[src/rtl/ctrl_unit_add_if.sv]
// rtl/ctrl_unit_add_if.sv - control bundle between ctrl_unit_add and the add-path datapath
// master = control FSM (consumes IR fields, drives enables/selects); slave = datapath.
interface ctrl_unit_add_if;
   logic [5:0] opcode;
   logic [5:0] funct;
   logic       pc_w;
   logic       mem_w;
   logic       ir_w;
   logic       m_wreg;
   logic       rb_w;
   logic       ab_w;
   logic       alu_src_a;
   logic [1:0] alu_src_b;
   logic [2:0] ula_op;
   logic       rst_out;
   logic       illegal_op;

   modport master (
      input  opcode, funct,
      output pc_w, mem_w, ir_w, m_wreg, rb_w, ab_w,
             alu_src_a, alu_src_b, ula_op, rst_out, illegal_op
   );

   modport slave (
      output opcode, funct,
      input  pc_w, mem_w, ir_w, m_wreg, rb_w, ab_w,
             alu_src_a, alu_src_b, ula_op, rst_out, illegal_op
   );
endinterface

[src/rtl/ctrl_unit_add.sv]
// rtl/ctrl_unit_add.sv - multicycle FETCH/DECODE/EXEC/WB control FSM for the ADD/ADDI datapath
// Optional ILLEGAL_OP_TRAP_EN: unsupported opcodes park the FSM in ST_TRAP until reset.
module ctrl_unit_add #(
   parameter int unsigned MEM_WAIT_CYCLES = 2
) (
   input logic             clock,
   input logic             reset,
   ctrl_unit_add_if.master bus
);

   localparam logic [2:0] FETCH_LAST = 3'(MEM_WAIT_CYCLES);
   localparam logic [5:0] OP_RTYPE   = 6'h00;
   localparam logic [5:0] FN_ADD     = 6'h20;
   localparam logic [5:0] OP_ADDI    = 6'h08;

   localparam logic [1:0] SRCB_B     = 2'b00;
   localparam logic [1:0] SRCB_FOUR  = 2'b01;
   localparam logic [1:0] SRCB_IMM   = 2'b10;
   localparam logic [2:0] ULA_PASS_A = 3'b000;
   localparam logic [2:0] ULA_ADD    = 3'b001;

   typedef enum logic [2:0] {
      ST_RESET,
      ST_FETCH,
      ST_DECODE,
      ST_EXEC_ADD,
      ST_WB_ADD,
      ST_EXEC_ADDI,
      ST_WB_ADDI
`ifdef ILLEGAL_OP_TRAP_EN
      , ST_TRAP
`endif
   } state_t;

   state_t     state_q, state_d;
   logic [2:0] cnt_q, cnt_d;

   logic       is_add, is_addi;
   logic       pc_w, mem_w, ir_w, m_wreg, rb_w, ab_w, alu_src_a, rst_out, illegal_op;
   logic [1:0] alu_src_b;
   logic [2:0] ula_op;

   assign is_add  = (bus.opcode == OP_RTYPE) && (bus.funct == FN_ADD);
   assign is_addi = (bus.opcode == OP_ADDI);

   always_ff @(posedge clock) begin
      if (!reset) begin
         state_q <= ST_RESET;
         cnt_q   <= 3'd0;
      end else begin
         state_q <= state_d;
         cnt_q   <= cnt_d;
      end
   end

   // The wait counter defaults to zero so every entry into ST_FETCH starts a fresh count.
   always_comb begin
      state_d = state_q;
      cnt_d   = 3'd0;
      case (state_q)
         ST_RESET: state_d = ST_FETCH;
         ST_FETCH: begin
            if (cnt_q == FETCH_LAST) begin
               state_d = ST_DECODE;
            end else begin
               cnt_d = cnt_q + 3'd1;
            end
         end
         ST_DECODE: begin
            if (is_add) begin
               state_d = ST_EXEC_ADD;
            end else if (is_addi) begin
               state_d = ST_EXEC_ADDI;
            end else begin
`ifdef ILLEGAL_OP_TRAP_EN
               state_d = ST_TRAP;
`else
               state_d = ST_FETCH;
`endif
            end
         end
         ST_EXEC_ADD:  state_d = ST_WB_ADD;
         ST_WB_ADD:    state_d = ST_FETCH;
         ST_EXEC_ADDI: state_d = ST_WB_ADDI;
         ST_WB_ADDI:   state_d = ST_FETCH;
`ifdef ILLEGAL_OP_TRAP_EN
         ST_TRAP:      state_d = ST_TRAP;
`endif
         default:      state_d = ST_RESET;
      endcase
   end

   // Moore decode: every output is a pure function of the registered state and counter.
   always_comb begin
      pc_w       = 1'b0;
      mem_w      = 1'b0;
      ir_w       = 1'b0;
      m_wreg     = 1'b0;
      rb_w       = 1'b0;
      ab_w       = 1'b0;
      alu_src_a  = 1'b0;
      alu_src_b  = SRCB_B;
      ula_op     = ULA_PASS_A;
      rst_out    = 1'b0;
      illegal_op = 1'b0;
      case (state_q)
         ST_RESET: rst_out = 1'b1;
         ST_FETCH: begin
            alu_src_a = 1'b0;
            alu_src_b = SRCB_FOUR;
            ula_op    = ULA_ADD;
            if (cnt_q == FETCH_LAST) begin
               ir_w = 1'b1;
               pc_w = 1'b1;
            end
         end
         ST_DECODE: ab_w = 1'b1;
         ST_EXEC_ADD: begin
            alu_src_a = 1'b1;
            alu_src_b = SRCB_B;
            ula_op    = ULA_ADD;
         end
         ST_WB_ADD: begin
            alu_src_a = 1'b1;
            alu_src_b = SRCB_B;
            ula_op    = ULA_ADD;
            rb_w      = 1'b1;
            m_wreg    = 1'b1;
         end
         ST_EXEC_ADDI: begin
            alu_src_a = 1'b1;
            alu_src_b = SRCB_IMM;
            ula_op    = ULA_ADD;
         end
         ST_WB_ADDI: begin
            alu_src_a = 1'b1;
            alu_src_b = SRCB_IMM;
            ula_op    = ULA_ADD;
            rb_w      = 1'b1;
            m_wreg    = 1'b0;
         end
`ifdef ILLEGAL_OP_TRAP_EN
         ST_TRAP: illegal_op = 1'b1;
`endif
         default: rst_out = 1'b1;
      endcase
   end

   assign bus.pc_w       = pc_w;
   assign bus.mem_w      = mem_w;
   assign bus.ir_w       = ir_w;
   assign bus.m_wreg     = m_wreg;
   assign bus.rb_w       = rb_w;
   assign bus.ab_w       = ab_w;
   assign bus.alu_src_a  = alu_src_a;
   assign bus.alu_src_b  = alu_src_b;
   assign bus.ula_op     = ula_op;
   assign bus.rst_out    = rst_out;
   assign bus.illegal_op = illegal_op;

   // Register-file and PC enables must stay single-cycle pulses.
   a_pc_pulse:  assert property (@(posedge clock) disable iff (!reset) pc_w |=> !pc_w);
   a_ir_pulse:  assert property (@(posedge clock) disable iff (!reset) ir_w |=> !ir_w);
   a_ab_pulse:  assert property (@(posedge clock) disable iff (!reset) ab_w |=> !ab_w);
   a_rb_pulse:  assert property (@(posedge clock) disable iff (!reset) rb_w |=> !rb_w);
   a_no_store:  assert property (@(posedge clock) !mem_w);

endmodule

[src/flat_wrapper.sv]
// flat-port wrapper written by rule: the top's interface ports become plain ports
module ctrl_unit_add_flat 
#(
   parameter int unsigned MEM_WAIT_CYCLES = 2
)
  (clock, reset, bus_opcode, bus_funct, bus_pc_w, bus_mem_w, bus_ir_w, bus_m_wreg, bus_rb_w, bus_ab_w, bus_alu_src_a, bus_alu_src_b, bus_ula_op, bus_rst_out, bus_illegal_op);
  ctrl_unit_add_if bus_i ();
  input logic clock;
  input logic reset;
  input wire logic [$bits(bus_i.opcode)-1:0] bus_opcode;
  input wire logic [$bits(bus_i.funct)-1:0] bus_funct;
  output wire logic [$bits(bus_i.pc_w)-1:0] bus_pc_w;
  output wire logic [$bits(bus_i.mem_w)-1:0] bus_mem_w;
  output wire logic [$bits(bus_i.ir_w)-1:0] bus_ir_w;
  output wire logic [$bits(bus_i.m_wreg)-1:0] bus_m_wreg;
  output wire logic [$bits(bus_i.rb_w)-1:0] bus_rb_w;
  output wire logic [$bits(bus_i.ab_w)-1:0] bus_ab_w;
  output wire logic [$bits(bus_i.alu_src_a)-1:0] bus_alu_src_a;
  output wire logic [$bits(bus_i.alu_src_b)-1:0] bus_alu_src_b;
  output wire logic [$bits(bus_i.ula_op)-1:0] bus_ula_op;
  output wire logic [$bits(bus_i.rst_out)-1:0] bus_rst_out;
  output wire logic [$bits(bus_i.illegal_op)-1:0] bus_illegal_op;
  assign bus_i.opcode = bus_opcode;
  assign bus_i.funct = bus_funct;
  assign bus_pc_w = bus_i.pc_w;
  assign bus_mem_w = bus_i.mem_w;
  assign bus_ir_w = bus_i.ir_w;
  assign bus_m_wreg = bus_i.m_wreg;
  assign bus_rb_w = bus_i.rb_w;
  assign bus_ab_w = bus_i.ab_w;
  assign bus_alu_src_a = bus_i.alu_src_a;
  assign bus_alu_src_b = bus_i.alu_src_b;
  assign bus_ula_op = bus_i.ula_op;
  assign bus_rst_out = bus_i.rst_out;
  assign bus_illegal_op = bus_i.illegal_op;
  ctrl_unit_add #(.MEM_WAIT_CYCLES(MEM_WAIT_CYCLES)) u_core (.clock(clock), .reset(reset), .bus(bus_i));
endmodule
[config.mk]
export PLATFORM = sky130hd
export DESIGN_NAME = ctrl_unit_add_flat
export DESIGN_NICKNAME = d
export VERILOG_FILES = /design/src/rtl/ctrl_unit_add_if.sv /design/src/rtl/ctrl_unit_add.sv /design/src/flat_wrapper.sv
export SDC_FILE = /design/constraint.sdc
export NUM_CORES = 1
export LEC_CHECK = 0
export BUFFER_PORTS_ARGS = -buffer_cell sky130_fd_sc_hd__clkbuf_2
export CAP_MARGIN = 5
export CORE_AREA = 2 2 39 41
export DETAILED_ROUTE_END_ITERATION = 12
export DIE_AREA = 0 0 41 43
export HOLD_SLACK_MARGIN = 0.12
export PLACE_DENSITY = 0.63
export SETUP_SLACK_MARGIN = 0.4
export SKIP_LAST_GASP = 1
export SYNTH_ARGS = -nofsm -noshare
export SYNTH_HDL_FRONTEND = slang
export SYNTH_SLANG_ARGS = --single-unit
[constraint.sdc]
create_clock -name clock -period 2.05 [get_ports clock]
set_input_delay 0.205 -clock clock [delete_from_list [all_inputs] [get_ports clock]]
set_output_delay 0.205 -clock clock [all_outputs]
set_load 0.01 [all_outputs]
==> out/metrics.yaml <==
outcome:
  status: "finished clean"
critical_path:
  r2r_end: "u_core.state_q[1]$_SDFFE_PN0P_"
  reg2regPathDepth: 3
  r2r_start: "u_core.state_q[1]$_SDFFE_PN0P_"
  reg2reg_slack_ns: 0.83
  cp_data_required_time_ns: 1.85
  crit_fanout: 9
  path_class: "flip-flop to output pin"
  start_kind: "flip-flop"
  arrival_ns: 1.37
  crit_path_end_kind: "output pin"
pwr:
  power_density_mw_per_mm2: 555
  leakage_nw: 0.281
  power_frac_comb_pct: 21.7
  power_switching_mw: 0.0862
  clkPwrFrac_pct: 35.4
  sw_frac_of_total_pct: 27.8
  max-vdd-ir-drop_v: 0.000197
  p_int_mw: 0.224
  fin_total_pwr_mw: 0.310
  power_frac_seq_pct: 42.9
detailed_routing:
  dr_wl_met2_um: 378
  highest_layer: "met4"
  wl_met1_um: 360
  wire_per_inst_um: 8.92
  dr_wl_met3_um: 57
  routed_via_density: 4.48
  drtAntennaViolNets: 0
  wl_um: 812
  drc: 0
  first_pass_iters: 2
  dr.first_iter.drc_count: 4
  num_vias: 408
die:
  ios: 28
  num_rows: 14
  start_util_pct: 32.5
  coreArea_mm2: 0.00138
  die-area_mm2: 0.00176
  die_h_um: 43
  die_w_um: 41
logic_synthesis:
  ys_ff_latch: 6
  synth-compound-area-share_pct: 8.89
  synth_top_area_share_pct: 26.7
  syn_avg_cell_area_um2: 8.34
  synth_seq_area_share_pct: 26.7
  synth_top_family_by_area: "simple AND/OR/NAND/NOR gates"
  synthTopCellsByArea: "dfxtp_1 (27%), buf_4 (8.3%), ha_1 (5.6%), buf_6 (5.0%), xnor2_1 (3.9%)"
  yosysTopAreaCell: "dfxtp_1"
  yosysUniqueCellTypes: 32
  synth-simple-area-share_pct: 33.1
  async_reset_ff_share_pct: 0
  synthAdderAreaFrac_pct: 5.56
  syn_area_um2: 450
  synth_ff_type: "dfxtp_1"
  synth_edf_count: 0
  synth.area.mux_share_pct: 2.22
  synth_cells: 54
  yosysWarningCount: 0
  synth-xor-area-share_pct: 5.83
flow_run:
  drv_cap: 0
grt:
  grt_pass1_vias: 353
  grt_pass1_wl_um: 1280
  antenna_found_initial: 0
  grt.total_usage_pct: 10.8
  grt_max_degree: 11
  grt_overflow: 0
finish:
  fillers: 153
  multiInputGateArea_um2: 265
  diodes: 0
  drive_gt1_share_pct: 42.7
  seqCellArea_um2: 125
  layout.nets: 93
  stdcell_count: 91
  area_growth_syn_to_layout_pct: 24.2
clocking:
  cts_buffers: 3
  htreeDepth: 1
  cts_tree: "built"
  cts_root_buffer: "clkbuf_4"
  postCtsSetupBuffers: 0
  cts.sinks: 6
  clk_latency_ns: 0.24
  clk_pin_slew_ns: 0.05
  cts_max_path_buffers: 2
placed_design:
  post-place-cells: 88
  gp_congestion: 0.633
  dp_hpwl_um: 680
  pre_cts_ws_ns: 0.609
  port_buffers: 23
timing:
  setup_tns_ns: 0
  maxSlewViolCount: 0
  finalCriticalPeriod_ns: 1.57
  min_period_over_period_pct: 76.8
  hold_violations: 0
  finalWorstSetupSlack_ns: 0.476
  fmax_mhz: 635
  setup_viol_count_final: 0
  fin_skew_ns: 0.00366
  rsz0062_at_grt: "false"
min_path:
  worstHoldPathCells: 3
  hold_end: "u_core.state_q[2]$_SDFFE_PN0P_"
  worstHoldStart: "bus_opcode[3]"
  hp-class: "primary input to flip-flop"
[stage by stage]
step	instance area (um^2)	hold WS, ns	util (%)
after global placement	532	0.434	38.4
after floorplan	462	0.327	-
after CTS	556	0.223	40.1
final	559	0.225	40.4
after detailed placement	532	0.452	38.4
after global routing	559	0.230	40.4
[cell families after synthesis]
family                     count (synthesis)
AOI/OAI and AO/OA                          6
xor gates and xnor gates                   3
adders and majority gates                  2
DFF                                        6
other                                      1
buffers and inverters                     11
muxes                                      1
and+or+nand+nor                           24
[power by group through the flow]
| stage | Sequential [mW] | Combinational [mW] | Clock [mW] |
|---|---|---|---|
| 6_report | 0.133 | 0.0673 | 0.110 |
| 5_1_grt | 0.134 | 0.0774 | 0.121 |
| 4_1_cts | 0.133 | 0.0685 | 0.115 |
| 3_5_place_dp | 0.135 | 0.0682 | 0 |
| 3_3_place_gp | 0.134 | 0.0675 | 0 |
| 2_1_floorplan | 0.127 | 0.0582 | 0 |
[final cells by class]
cell class	count	share of cell area [%]
Clock buffer	3	4.03
Inverter	3	2.01
Multi-Input combinational cell	40	47.4
Sequential cell	6	22.4
Tap cell	16	3.58
Timing Repair Buffer	23	20.6
[Yosys cell counts, types with 2 or more instances]
| cell type | number |
|---|---|
| nand3_1 | 2 |
| nor2_1 | 4 |
| xnor2_1 | 2 |
| nand2_1 | 2 |
| o21ai_1 | 2 |
| a21oi_1 | 2 |
| dfxtp_1 | 6 |
| ha_1 | 2 |
| nor2b_1 | 2 |
| buf_4 | 5 |
| inv_1 | 3 |
| buf_6 | 2 |
[metal layers]
layer / up-vias / GRT usage (%)
met4: 0 / 10.0
li1: 215 / -
met3: 2 / 1.57
met5: - / 0
met2: 20 / 16.6
met1: 171 / 11.9
[cells in the final DEF, fill, tap and decap left out, types with 2 or more instances in the layout]
| master | count |
|---|---|
| clkbuf_2 | 23 |
| nor2_1 | 4 |
| conb_1 | 4 |
| dfxtp_1 | 4 |
| inv_1 | 3 |
| clkbuf_4 | 3 |
| nor2b_1 | 2 |
| nand2_1 | 2 |
| xnor2_1 | 2 |
| nand3_1 | 2 |
| o21ai_1 | 2 |
| a21oi_1 | 2 |
| ha_1 | 2 |
[timing repair]
item,4_1_cts,5_1_grt
gates cloned,0,0
hold buffers,0,0
setup endpoints to repair,3,3
gates resized for setup,1,2
[critical path, stage by stage, from the launching register on]
cell and delay [ns]:
dfxtp_1 0.38, or3b_4 0.44, nor2_1 0.15, clkbuf_2 0.15
[worst max path at each step]
stage	cells past startpoint	to	startpoint	slack [ns]
after detailed placement	3	bus_ir_w	u_core.state_q[0]$_SDFFE_PN0P_	0.61
final	3	bus_ir_w	u_core.state_q[1]$_SDFFE_PN0P_	0.48
after CTS	3	bus_ir_w	u_core.state_q[2]$_SDFFE_PN0P_	0.41
after global placement	3	bus_ir_w	u_core.state_q[0]$_SDFFE_PN0P_	0.65
after global routing	3	bus_pc_w	u_core.state_q[1]$_SDFFE_PN0P_	0.41
after floorplan	4	bus_pc_w	u_core.state_q[2]$_SDFFE_PN0P_	0.63
[sequential cells by signal, summed over array words and instances (netlist names)]
| name | count |
|---|---|
| u_core.state_q | 3 |
| u_core.cnt_q | 3 |
Note: power is estimated with default switching activity, not from simulation.
